<file path="config.mk">
export PLATFORM = sky130hd
export DESIGN_NAME = posit_decoder
export DESIGN_NICKNAME = d
export VERILOG_FILES = /design/src/rtl/posit_pkg.sv /design/src/rtl/posit_regime_counter.sv /design/src/rtl/posit_decoder.sv
export SDC_FILE = /design/constraint.sdc
export NUM_CORES = 1
export LEC_CHECK = 0
export ABC_AREA = 1
export BUFFER_PORTS_ARGS = -buffer_cell sky130_fd_sc_hd__buf_2
export CORE_MARGIN = 2
export CORE_UTILIZATION = 40
export DETAILED_ROUTE_END_ITERATION = 7
export GPL_TIMING_DRIVEN = 1
export PLACE_DENSITY = 0.66
export SYNTH_ARGS = -nofsm -noshare
export SYNTH_HDL_FRONTEND = slang
export SYNTH_SLANG_ARGS = --single-unit
</file>
<file path="constraint.sdc">
create_clock -name clk -period 6.9 [get_ports clk]
set_clock_uncertainty 0.1 [all_clocks]
set_input_delay 1.38 -clock clk [delete_from_list [all_inputs] [get_ports clk]]
set_output_delay 1.38 -clock clk [all_outputs]
set_load 0.01 [all_outputs]
</file>
<file path="src/rtl/posit_pkg.sv">
// Shared constants and FSM state type for the 32-bit, es=3 posit decoder.
package posit_pkg;

    localparam int unsigned N  = 32;
    localparam int unsigned ES = 3;

    localparam logic [31:0] ZERO_PATTERN = 32'h0000_0000;
    localparam logic [31:0] NAR_PATTERN  = 32'h8000_0000;

    typedef enum logic [1:0] {
        StIdle,
        StConvert,
        StDecode,
        StDone
    } state_t;

endpackage

</file>
<file path="src/rtl/posit_regime_counter.sv">
// Leading-run encoder: length of the run of bits equal to word[30], counted from the MSB.
module posit_regime_counter (
    input  logic [30:0] word,
    output logic [4:0]  run_len,
    output logic        polarity
);

    logic [30:0] diff;

    assign polarity = word[30];

    // A set bit in diff marks the first bit that breaks the run; the highest one wins.
    always_comb begin
        diff    = polarity ? ~word : word;
        run_len = 5'd31;
        for (int i = 0; i < 31; i++) begin
            if (diff[i]) begin
                run_len = 5'(30 - i);
            end
        end
    end

endmodule

</file>
<file path="src/rtl/posit_decoder.sv">
// Multi-cycle posit (es=3) decoder with start/done/received handshake.
module posit_decoder
    import posit_pkg::*;
#(
    parameter int unsigned N  = 32,
    parameter int unsigned ES = 3
) (
    input  logic          clk,
    input  logic          rst,
    input  logic [N-1:0]  posit_num,
    input  logic          start,
    input  logic          received,
    output logic          sign,
    output logic          done,
    output logic          ZERO,
    output logic          NAR,
    output logic [5:0]    k,
    output logic [ES-1:0] exp_value,
    output logic [N-1:0]  mantissa
);

    state_t      state_q;
    logic [31:0] word_q;
    logic        sign_q;
    logic        zero_q;
    logic        nar_q;
    logic        phase_q;
    logic [4:0]  m_q;
    logic        r_q;

    logic [4:0]  run_len;
    logic        polarity;
    logic [5:0]  shamt;
    logic [30:0] rem;
    logic [5:0]  k_next;

    posit_regime_counter u_regime (
        .word     (word_q[30:0]),
        .run_len  (run_len),
        .polarity (polarity)
    );

    // Drop the regime run plus its terminator; exponent then fraction are left-aligned in rem.
    assign shamt  = {1'b0, m_q} + 6'd1;
    assign rem    = word_q[30:0] << shamt;
    assign k_next = r_q ? ({1'b0, m_q} - 6'd1) : (6'd0 - {1'b0, m_q});

    always_ff @(posedge clk) begin
        if (!rst) begin
            state_q   <= StIdle;
            word_q    <= '0;
            sign_q    <= 1'b0;
            zero_q    <= 1'b0;
            nar_q     <= 1'b0;
            phase_q   <= 1'b0;
            m_q       <= '0;
            r_q       <= 1'b0;
            sign      <= 1'b0;
            done      <= 1'b0;
            ZERO      <= 1'b0;
            NAR       <= 1'b0;
            k         <= '0;
            exp_value <= '0;
            mantissa  <= '0;
        end else begin
            case (state_q)
                StIdle: begin
                    if (start) begin
                        word_q  <= posit_num;
                        state_q <= StConvert;
                    end
                end
                StConvert: begin
                    sign_q  <= word_q[31];
                    zero_q  <= (word_q == ZERO_PATTERN);
                    nar_q   <= (word_q == NAR_PATTERN);
                    if (word_q[31]) begin
                        word_q <= ~word_q + 32'd1;
                    end
                    phase_q <= 1'b0;
                    state_q <= StDecode;
                end
                StDecode: begin
                    // Run length is registered first so the encoder and barrel shift
                    // sit on separate cycles.
                    if (!phase_q) begin
                        m_q     <= run_len;
                        r_q     <= polarity;
                        phase_q <= 1'b1;
                    end else begin
                        sign <= sign_q;
                        ZERO <= zero_q;
                        NAR  <= nar_q;
                        if (zero_q || nar_q) begin
                            k         <= '0;
                            exp_value <= '0;
                            mantissa  <= '0;
                        end else begin
                            k         <= k_next;
                            exp_value <= rem[30:28];
                            mantissa  <= {1'b1, rem[27:0], 3'b000};
                        end
                        done    <= 1'b1;
                        state_q <= StDone;
                    end
                end
                StDone: begin
                    if (received) begin
                        done    <= 1'b0;
                        state_q <= StIdle;
                    end
                end
                default: state_q <= StIdle;
            endcase
        end
    end

endmodule

</file>
After elaboration in Yosys (flattened, before gate mapping)
Cells that the tools add are included.
{"block": "word_totals", "ff_bits": 89, "input_bits": 36, "out_inout_bits": 45, "wordCells": 91}
{"block": "classes", "add_sub_neg": 4, "n_eq_ne": 8, "n_shift": 1, "n_mux": 47, "bitwise_logic": 3, "n_reduce_logical": 12}
{"cell": "2-to-1 mux 32 bit", "count": 3}
{"cell": "2-to-1 mux 5 bit", "count": 16}
{"cell": "one-hot mux 32 bit (2 select lines)", "count": 1}
{"cell": "adder 32 x 1 -> 32 bit (second input constant)", "count": 1}
{"cell": "== test 32 bit (second input constant)", "count": 1}
{"cell": "zero test 32 bit", "count": 1}
{"cell": "2-to-1 mux 4 bit", "count": 8}
{"cell": "inverter 32 bit", "count": 1}
{"cell": "2-to-1 mux 31 bit", "count": 1}
{"cell": "inverter 31 bit", "count": 1}
{"cell": "<< shifter 31 x 6 -> 31 bit", "count": 1}
{"cell": "2-to-1 mux 3 bit", "count": 5}
{"cell": "2-to-1 mux 6 bit", "count": 2}
{"cell": "2-to-1 mux 2 bit", "count": 5}
{"cell": "AND reduction 3 bit", "count": 3}
{"cell": "!= test 2 bit (second input constant)", "count": 4}
{"cell": "one-hot mux 2 bit (4 select lines)", "count": 1}
{"cell": "adder 5 x 1 -> 6 bit (second input constant)", "count": 1}
{"cell": "AND reduction 2 bit", "count": 3}
{"cell": "nonzero test 2 bit", "count": 3}
{"cell": "subtractor 1 x 5 -> 6 bit (first input constant)", "count": 1}
{"cell": "subtractor 5 x 1 -> 6 bit (second input constant)", "count": 1}
{"cell": "== test 2 bit (second input constant)", "count": 2}
{"cell": "one-hot mux 1 bit (2 select lines)", "count": 2}
{"cell": "other kinds (5)", "count": 7}

Depth between registers and ports, before layout
Gate-level depths: netlist (run 1).
{"block": "depth", "ltp_word": 33, "depth_mapped": 30, "ltp_nobuf": 29}

Cells and area by module
From an unflattened synthesis (run 1), not the netlist that was laid out.
{"block": "hier_totals", "cells_unflattened": 1060, "area_unflattened_um2": 6426.2}
{"module": "posit_decoder", "instances": 1, "cells_per_inst": 944, "area_each_um2": 5739.3, "seq_area_each_um2": 1721.7}
{"module": "posit_regime_counter", "instances": 1, "cells_per_inst": 116, "area_each_um2": 686.9, "seq_area_each_um2": 0.0}

Worst setup path after synthesis (run 1)
Ideal clock, no wire load.
{"block": "synth_timing", "path_kind": "flip-flop to flip-flop", "start": "reg m_q[0]", "end": "reg mantissa[28]", "arrival_time_ns": 2.669, "t_required_ns": 6.690, "path_slack_ns": 4.021, "path_stages_with_launch": 15, "period_less_slack_ns": 2.879, "cell_sequence": "dfxtp_1 clkbuf_1 clkbuf_1 inv_1 ha_1 clkbuf_1 inv_2 buf_1 mux2i_1 a21oi_1 a22o_1 nand2_1 o211ai_1 nand2_1 inv_1"}
{"block": "synth_between", "elab_chain_len": 3}
{"element": "from (decl)", "line_no": "posit_decoder.sv:28", "text": "logic [4:0] m_q;"}
{"element": "from (signal assigned)", "line_no": "posit_decoder.sv:87", "text": "m_q <= run_len;"}
{"element": "adder 5 x 1 -> 6 bit", "line_no": "posit_decoder.sv:44", "text": "assign shamt = {1'b0, m_q} + 6'd1;"}
{"element": "<< shifter 31 x 6 -> 31 bit", "line_no": "posit_decoder.sv:45", "text": "assign rem = word_q[30:0] << shamt;"}
{"element": "2-to-1 mux 32 bit", "line_no": "posit_decoder.sv:94", "text": "if (zero_q || nar_q) begin"}
{"element": "to (signal assigned)", "line_no": "posit_decoder.sv:101", "text": "mantissa <= {1'b1, rem[27:0], 3'b000};"}
{"element": "to (decl)", "line_no": "posit_decoder.sv:19", "text": "output logic [N-1:0] mantissa"}
No other way between the ends.
A chain may end at the register's enable or synchronous reset.

Final worst setup path (run 1)
{"block": "layout_timing", "start": "reg m_q[0]", "end": "reg exp_value[1]"}
{"block": "layout_between", "elab_chain_len": 3}
{"element": "adder 5 x 1 -> 6 bit", "line_no": "posit_decoder.sv:44"}
{"element": "<< shifter 31 x 6 -> 31 bit", "line_no": "posit_decoder.sv:45"}
{"element": "2-to-1 mux 3 bit", "line_no": "posit_decoder.sv:94"}
{"element": "to (signal assigned)", "line_no": "posit_decoder.sv:100", "text": "exp_value <= rem[30:28];"}
{"element": "to (decl)", "line_no": "posit_decoder.sv:18", "text": "output logic [ES-1:0] exp_value,"}
No other way between the ends.

==> results.env, run 1 <==
ROUTED_WL_UM=17000
SYNTH_AREA_MM2=0.00600
CTS_BUFFERS=9
FINAL_LAYOUT_SIZE_SUFFIX_GT1_FRAC=0.155
SYNTH_FF_TYPE='sky130_fd_sc_hd__dfxtp_1'
WORST-ENDPOINT-REQUIRED_NS=7.08
HIGHEST_ACHIEVABLE_CLOCK_RATE_MHz=273
CTS_MAX_PATH_BUFFERS=2
SETUP_VIOL=0
POSTCTSSETUPREPAIRBUFS=0
SYNTH_ENABLE_FLOP_CELLS=0
HOLDBUFCOUNTCTS=0
REGTOREGSTARTPOINT='m_q[0]'
DIE-HEIGHT_UM=126
SYNTHARSTFLOPSHARE=0
SLEW_VIOL_FINAL=0
DIE_X_UM=126
VDD_IR_DROP_MAX_mV=0.222
TIMING.SLEW.HEADROOM=0.303
CTS_ROOT_BUFFER='sky130_fd_sc_hd__clkbuf_16'
CRITPATHKIND='reg -> reg'
DIEAREA_MM2=0.0160
GRT_START_MAX_NET_PINS=68
CP_SLOWEST_CELL='sky130_fd_sc_hd__dfxtp_2'
POWER_FRAC_COMB=0.563
LEAKAGE_nW=2.79
TIMING.REG2REG.SETUP_SLACK_NS=3.24
ANTENNA_CELLS_INSERTED=0
POWER.SWITCHING_FRACTION=0.486
FINAL.MIN_CLOCK_PERIOD_NS=3.66
TIMING.HOLD.WORST.START='k[2]'
START_UTIL=0.411
TIMING.MAX_CAP.VIOLATIONS=0
YOSYS.CELL_TYPES.COUNT=46
SYNTH_AREA_LEADERS='sky130_fd_sc_hd__dfxtp_1, sky130_fd_sc_hd__nand2_1, sky130_fd_sc_hd__a21oi_1, sky130_fd_sc_hd__o21ai_0, sky130_fd_sc_hd__mux2i_1'
RUN_STATUS='completed'
SYNTH.FF_LATCH_COUNT=86
CRITICAL_PATH.ENDPOINT_TYPE='flip-flop'
ROW_COUNT=44
POST_SYNTH.CELL_AREA_AVG_UM2=6.64
MIN_HOLD_SLACK_NS=0.361
CP-START-KIND='flip-flop'
YS_SEQ_AREA_FRAC=0.287
TRITONCTS='built'
ANTENNA_LEFT=0
CLK_PIN_SLEW_WORST_PATHS_NS=0.06
DETAILEDROUTE.FIRSTITERATIONVIOLATIONS=441
P_SWITCHING_W=0.00145
YOSYS_WARNING_TOTAL=0
YOSYSTOPAREACELL='sky130_fd_sc_hd__dfxtp_1'
DP_HPWL_UM=12300
HP-CLASS='reg -> reg'
POST-ROUTE-PERIOD-UTIL=0.531
GRT_PASS1_VIAS=5579
SYNTHESIS.INSTANCES=904
UNREPAIRED_SETUP_ENDPOINTS_AFTER_GLOBAL_ROUTING='false'
WORST_PIN_SLEW_NS=1.04
POWER.CLOCK.FRACTION=0.177
WORST_SKEW_PAIR.LATE_LATENCY_NS=0.35
CRIT_ARRIVAL_NS=3.84
ROUTABILITYCONGESTION=0.935
WORSTREGTOREGCELLS=9
CRITICAL_PATH.MAX_STAGE_DELAY_NS=0.95
CTS.SINK_COUNT=86
HOLD-PATH-ENDPOINT='k[2]'
PROPORTION_OF_POWER_DRAWN_BY_FLIP_FLOPS_AND_LATCHES=0.260
NNETSFINAL=983
NETLIST.AREA_LEADER.SHARE=0.287
VIASPERCELL=5.29
PORT_BUFFERS=77
CORE_REGION_AREA_MM2=0.0146
GLOBAL_ROUTE_WIRE_LENGTH_BEFORE_REPAIR_UM=28100
ANTENNA_FOUND_INITIAL=0
HTREEDEPTH=3
POWERDENSITY_mW_PER_MM2=441
GRT_REMAINING_OVERFLOW=0
PATH_COMMON_CELL='sky130_fd_sc_hd__nand2_1'
FLOORPLAN.IO_PINS=81
REG2REG_TO='exp_value[1]'
DRTPASS1ITERATIONS=7
DRT-WIRELENGTH-PER-CELL_UM=15.1
REMAINING_DRC_ERRORS=0
TIMING.CRITICAL_PATH.FANOUT_MAX=67
TNS_NS=0
POWER_REPORT.INTERNAL_TOTAL_W=0.00153
GRT_UTIL_ALL_LAYERS=0.216
AREA_GROWTH_PCT=12.6
TIMING.HOLD.WORST_PATH_DEPTH=2
CRIT_PATH_CELL_TRACE='inv_1 -> ha_1 -> inv_2 -> mux2i_1 -> o21ai_0 -> nand2_1 -> nand2_1 -> nand2_1 -> a31oi_1'
FINAL_HOLD_VIOL_COUNT=0
NUM_VIAS=5970
CTSRESIZECOUNT=0
-- sequential cells by signal, indices dropped and copies added, names as in the netlist --
name,flops
state_q,2
NAR,1
zero_q,1
r_q,1
k,6
sign,1
done,1
m_q,5
word_q,32
phase_q,1
nar_q,1
mantissa,29
exp_value,3
sign_q,1
ZERO,1
-- per-layer routing --
layer	vias to the layer above	GRT usage	part of all wire
li1	3100	-	-
met1	2698	0.301	0.49
met2	152	0.338	0.44
met5	-	0	0
met3	20	0.0481	0.054
met4	0	0.0562	0.017
-- worst max-delay path by stage --
| stage | endpoint | cells after the start | from | slack (ns) |
|---|---|---|---|---|
| 2_1_floorplan | mantissa[28] | 14 | m_q[0] | 4.02 |
| 3_3_place_gp | mantissa[12] | 8 | m_q[0] | 3.46 |
| 3_5_place_dp | exp_value[1] | 9 | m_q[0] | 3.33 |
| 4_1_cts | exp_value[1] | 9 | m_q[0] | 3.31 |
| 5_1_grt | exp_value[2] | 9 | m_q[0] | 2.80 |
| 6_report | exp_value[1] | 9 | m_q[0] | 3.24 |
-- synth_stat cells (4+ instances only) --
| cell type | instances |
|---|---|
| sky130_fd_sc_hd__nand2_1 | 231 |
| sky130_fd_sc_hd__a21oi_1 | 89 |
| sky130_fd_sc_hd__dfxtp_1 | 86 |
| sky130_fd_sc_hd__o21ai_0 | 79 |
| sky130_fd_sc_hd__nor2_1 | 57 |
| sky130_fd_sc_hd__inv_1 | 56 |
| sky130_fd_sc_hd__clkbuf_1 | 49 |
| sky130_fd_sc_hd__mux2i_1 | 33 |
| sky130_fd_sc_hd__xnor2_1 | 30 |
| sky130_fd_sc_hd__nand3_1 | 29 |
| sky130_fd_sc_hd__a221oi_1 | 24 |
| sky130_fd_sc_hd__inv_2 | 14 |
| sky130_fd_sc_hd__a31oi_1 | 11 |
| sky130_fd_sc_hd__o21ai_1 | 11 |
| sky130_fd_sc_hd__ha_1 | 8 |
| sky130_fd_sc_hd__nand2_2 | 7 |
| sky130_fd_sc_hd__o21bai_1 | 7 |
| sky130_fd_sc_hd__buf_2 | 6 |
| sky130_fd_sc_hd__nor2_2 | 6 |
| sky130_fd_sc_hd__nor2_4 | 6 |
| sky130_fd_sc_hd__o211ai_1 | 6 |
| sky130_fd_sc_hd__xor2_1 | 6 |
| sky130_fd_sc_hd__a22o_1 | 5 |
| sky130_fd_sc_hd__a22oi_1 | 4 |
| sky130_fd_sc_hd__nand3b_1 | 4 |
| sky130_fd_sc_hd__nand4_1 | 4 |
-- through the flow --
stage | utilization | total power (W) | area, um2 | setup WS, ns | instances
finish | 0.463 | 0.00298 | 6760 | 3.24 | 1128
floorplan | - | 0.00207 | 6010 | 4.02 | 906
detailed placement | 0.442 | 0.00244 | 6440 | 3.33 | 1112
global route | 0.463 | 0.00326 | 6760 | 2.80 | 1128
global placement | 0.442 | 0.00243 | 6440 | 3.46 | 1112
CTS | 0.463 | 0.00298 | 6760 | 3.31 | 1128
-- power groups by stage --
stage / clock network, W / registers (W) / logic [W]
finish: 0.000528 / 0.000775 / 0.00168
global route: 0.000559 / 0.000798 / 0.00190
CTS: 0.000539 / 0.000771 / 0.00167
detailed placement: 0 / 0.000781 / 0.00166
global placement: 0 / 0.000780 / 0.00165
floorplan: 0 / 0.000695 / 0.00138
-- critical path: cells and delay by family (launching register included) --
kind	cells	cell delay, ns
compound gates	2	0.52
fa+ha+maj	1	0.91
buf+inv	2	0.61
flops	1	0.95
mux	1	0.22
simple gates	3	0.24
-- cell usage in the layout, fill, tap and decap left out, types with 5 or more instances in the layout --
master,count
sky130_fd_sc_hd__o21ai_1,11
sky130_fd_sc_hd__clkbuf_16,9
sky130_fd_sc_hd__a221oi_1,24
sky130_fd_sc_hd__o21ai_0,78
sky130_fd_sc_hd__inv_1,56
sky130_fd_sc_hd__nor2_2,6
sky130_fd_sc_hd__a22o_1,5
sky130_fd_sc_hd__inv_2,14
sky130_fd_sc_hd__a21oi_1,89
sky130_fd_sc_hd__o21bai_1,7
sky130_fd_sc_hd__o211ai_1,6
sky130_fd_sc_hd__xor2_1,5
sky130_fd_sc_hd__nor2_4,6
sky130_fd_sc_hd__a31oi_1,11
sky130_fd_sc_hd__nand2_2,7
sky130_fd_sc_hd__nor2_1,57
sky130_fd_sc_hd__nand3_1,29
sky130_fd_sc_hd__buf_2,77
sky130_fd_sc_hd__dfxtp_1,85
sky130_fd_sc_hd__buf_4,6
sky130_fd_sc_hd__nand2_1,231
sky130_fd_sc_hd__xnor2_1,30
sky130_fd_sc_hd__ha_1,8
sky130_fd_sc_hd__mux2i_1,33
-- cells by family after synthesis --
kind of cell / count (synthesis) / share of synthesized area
adder cells (fa/ha/maj): 8 / 0.0167
multiplexers: 33 / 0.0550
other: 1 / 0.000625
AND/OR/NAND/NOR: 366 / 0.269
buffers and inverters: 132 / 0.0857
XOR/XNOR: 36 / 0.0525
flip-flops: 86 / 0.287
AO/OA/AOI/OAI: 242 / 0.234
-- final cells by class --
class / instances / area (um2)
Sequential cell: 86 / 1720
Clock inverter: 5 / 83.8
Tap cell: 184 / 230
Clock buffer: 11 / 233
Multi-Input combinational cell: 688 / 3790
Timing Repair Buffer: 83 / 430
Inverter: 71 / 267
Fill cell: 1513 / 7830
Power figures use the tool's default switching activity.
==> run 2: changes to the inputs <==
- PLACE_DENSITY: 0.66 -> 0.68
- clock period: 6.9 -> 3.05 ns (I/O delays scaled with it)
==> results.env, run 2 (synthesis gave the netlist of run 1 again) <==
CTS_MAX_PATH_BUFFERS=2  # unchanged
LEAKAGE_nW=2.89  # +3.7%
LARGEST_REG_FLOPS=32  # unchanged
POWER.CLOCK.FRACTION=0.165  # -0.012
GRT_REMAINING_OVERFLOW=0  # unchanged
HTREEDEPTH=3  # unchanged
VIASPERCELL=5.30  # +0.23%
GRT_START_MAX_NET_PINS=61  # -10%
DRTPASS1ITERATIONS=6  # -1
GRT_PASS1_VIAS=5454  # -2.2%
POWER_FRAC_COMB=0.592  # +0.029
HIGHEST_ACHIEVABLE_CLOCK_RATE_MHz=345  # +26%
CRITPATHKIND='reg -> reg'
RUN_STATUS='completed'
FILL_CELLS=1492  # -1.4%
LAYOUT_COMMONEST_CELL='sky130_fd_sc_hd__nand2_1'
SETUP_VIOL=0  # unchanged
GRT.BUSIEST_LAYER='met2'
FINAL_CELL_COUNT_WITHOUT_FILLERS=1148  # +1.8%
TIMING.CRITICAL_PATH.FANOUT_MAX=7  # -90%
FINAL_LAYOUT_SIZE_SUFFIX_GT1_FRAC=0.183  # +0.0279
ROUTABILITYCONGESTION=0.886  # -5.2%
CTS_BUFFERS=9  # unchanged
DIEAREA_MM2=0.0160  # unchanged
SETUP_SLACK_NS=0.155  # -3.08 ns
TNS_NS=0  # unchanged
START_UTIL=0.411  # unchanged
POST-ROUTE-PERIOD-UTIL=0.949  # +0.419
CLK_PIN_SLEW_WORST_PATHS_NS=0.06  # about the same
POWER.SWITCHING_FRACTION=0.486  # -0.000572
CP-START-KIND='flip-flop'
TRITONCTS='built'
POST-PLACE-CELLS=1126  # +1.3%
DP_HPWL_UM=12400  # +0.37%
SLEW_VIOL_FINAL=0  # unchanged
POWER_REPORT.INTERNAL_TOTAL_W=0.00357  # +130%
PROPORTION_OF_POWER_DRAWN_BY_FLIP_FLOPS_AND_LATCHES=0.243  # -0.017
WORST_SKEW_PAIR.LATE_LATENCY_NS=0.36  # about the same
REGISTER_AREA_MM2=0.00173  # +0.44%
ROW_COUNT=44  # unchanged
HP-CLASS='reg -> reg'
TIMING.MAX_CAP.VIOLATIONS=0  # unchanged
CRITICAL_PATH.ENDPOINT_TYPE='flip-flop'
DETAILEDROUTE.FIRSTITERATIONVIOLATIONS=439  # -0.45%
UNREPAIRED_SETUP_ENDPOINTS_AFTER_GLOBAL_ROUTING='true'
ROUTED_WL_UM=16600  # -2.6%
NNETSFINAL=1003  # +2.0%
CRIT_ARRIVAL_NS=3.08  # -0.76 ns
TIMING.HOLD.WORST_PATH_DEPTH=2  # unchanged
POWER.TOTAL_W=0.00693  # +130%
FLOORPLAN.IO_PINS=81  # unchanged
LARGEST_REGISTER_BY_FLOP_COUNT='word_q'
P_SWITCHING_W=0.00337  # +130%
FINAL.MIN_CLOCK_PERIOD_NS=2.89  # -0.766 ns
POWERDENSITY_mW_PER_MM2=994  # +130%
LARGESTREGISTERS='word_q: 32 flops, mantissa: 29 flops, k: 6 flops'
CTS.SINK_COUNT=86  # unchanged
GLOBAL_ROUTE_WIRE_LENGTH_BEFORE_REPAIR_UM=26900  # -4.5%
ANTENNA_LEFT=0  # unchanged
ANTENNA_CELLS_INSERTED=0  # unchanged
MOST-COMMON-LAYOUT-CELLS='sky130_fd_sc_hd__nand2_1, sky130_fd_sc_hd__a21oi_1, sky130_fd_sc_hd__dfxtp_1'
GRT_UTIL_ALL_LAYERS=0.205  # -0.0108
CORE_REGION_AREA_MM2=0.0146  # unchanged
DIE-HEIGHT_UM=126  # unchanged
MULTI_INPUT_AREA_MM2=0.00384  # +1.3%
REMAINING_DRC_ERRORS=0  # unchanged
GRT_USE_MET2=0.334  # -0.00315
WORST_PIN_SLEW_NS=0.676  # -0.365 ns
MET1_TRACK_UTILIZATION_FROM_GLOBAL_ROUTING=0.276  # -0.0251
WORST-ENDPOINT-REQUIRED_NS=3.24  # -3.84 ns
CTS_ROOT_BUFFER='sky130_fd_sc_hd__clkbuf_16'
DP_SLACK_NS=0.195  # -3.13 ns
ANTENNA_FOUND_INITIAL=0  # unchanged
AREA_GROWTH_PCT=16.2
POSTLAYOUTCOREUTIL=0.478  # +0.0148
TIMING.SLEW.HEADROOM=0.548  # +0.245
WORSTREGTOREGCELLS=18  # +9
DIE_X_UM=126  # unchanged
FINAL_HOLD_VIOL_COUNT=0  # unchanged
NUM_VIAS=6090  # +2.0%
VDD_IR_DROP_MAX_mV=0.475  # +110%
GROUTE.LAYER.MET3.USAGE=0.0409  # -0.00717
PORT_BUFFERS=77  # unchanged
DRT-WIRELENGTH-PER-CELL_UM=14.4  # -4.3%
==> run 2: cell count changes in the layout (fill, tap and decap cells not counted), sizes merged <==
cell	delta
inv	+1
clkinv	+1
bufinv	-1
clkbuf	-1
buf	+20
==> run 2: final cells by class <==
cell class / count / area share
Clock buffer: 10 / 0.0343
Clock inverter: 6 / 0.0100
Inverter: 71 / 0.0389
Multi-Input combinational cell: 688 / 0.551
Sequential cell: 86 / 0.248
Tap cell: 184 / 0.0330
Timing Repair Buffer: 103 / 0.0850
==> run 2: layer usage <==
metal / share of wire / up-vias / routed length [um]
met5: 0 / - / 0
met4: 0.016 / 0 / 259
met3: 0.056 / 18 / 924
met2: 0.46 / 172 / 7700
met1: 0.46 / 2761 / 7680
li1: - / 3139 / -
==> run 2: timing repair <==
action	in CTS	in global routing
hold buffers	0	0
gates resized for setup	0	17
setup buffers	0	6
setup endpoints to repair	0	8
==> run 2: power groups by stage <==
stage / logic, W / registers (W) / clock network [W]
final: 0.00410 / 0.00169 / 0.00114
after global routing: 0.00465 / 0.00172 / 0.00122
after CTS: 0.00397 / 0.00166 / 0.00116
after detailed placement: 0.00395 / 0.00169 / 0
after global placement: 0.00394 / 0.00169 / 0
after floorplan: 0.00312 / 0.00157 / 0
==> run 2: path summary, 6_finish.rpt <==
path / to / startpoint / slack (ns)
max: word_q[24] / word_q[0] / 0.16
min: k[3] / k[3] / 0.36
max reg2reg: word_q[24] / word_q[0] / 0.16
min reg2reg: k[3] / k[3] / 0.36
==> run 2: stage by stage <==
step	hold slack, ns	cell area (um2)
floorplan	0.352	6010
global placement	0.352	6560
detailed placement	0.354	6560
CTS	0.364	6870
global route	0.385	6970
finish	0.362	6970
==> run 2: worst max-delay path, cell delays in order (launching register included) <==
cell                      delay (ns)
sky130_fd_sc_hd__dfxtp_4        0.36
sky130_fd_sc_hd__inv_4          0.07
sky130_fd_sc_hd__ha_4           0.15
sky130_fd_sc_hd__nand3_4        0.09
sky130_fd_sc_hd__nor2_4         0.12
sky130_fd_sc_hd__nand2_2        0.08
sky130_fd_sc_hd__nor2_4         0.12
sky130_fd_sc_hd__nand3_2        0.09
sky130_fd_sc_hd__nor2_2         0.14
sky130_fd_sc_hd__nand4_1        0.16
sky130_fd_sc_hd__nor2_2         0.16
sky130_fd_sc_hd__nand4_1        0.11
sky130_fd_sc_hd__or2_4          0.31
sky130_fd_sc_hd__nor2_8         0.14
sky130_fd_sc_hd__nand3_4        0.13
sky130_fd_sc_hd__buf_4          0.17
sky130_fd_sc_hd__a21oi_1        0.12
sky130_fd_sc_hd__o21ai_1        0.08
sky130_fd_sc_hd__a21oi_1        0.12
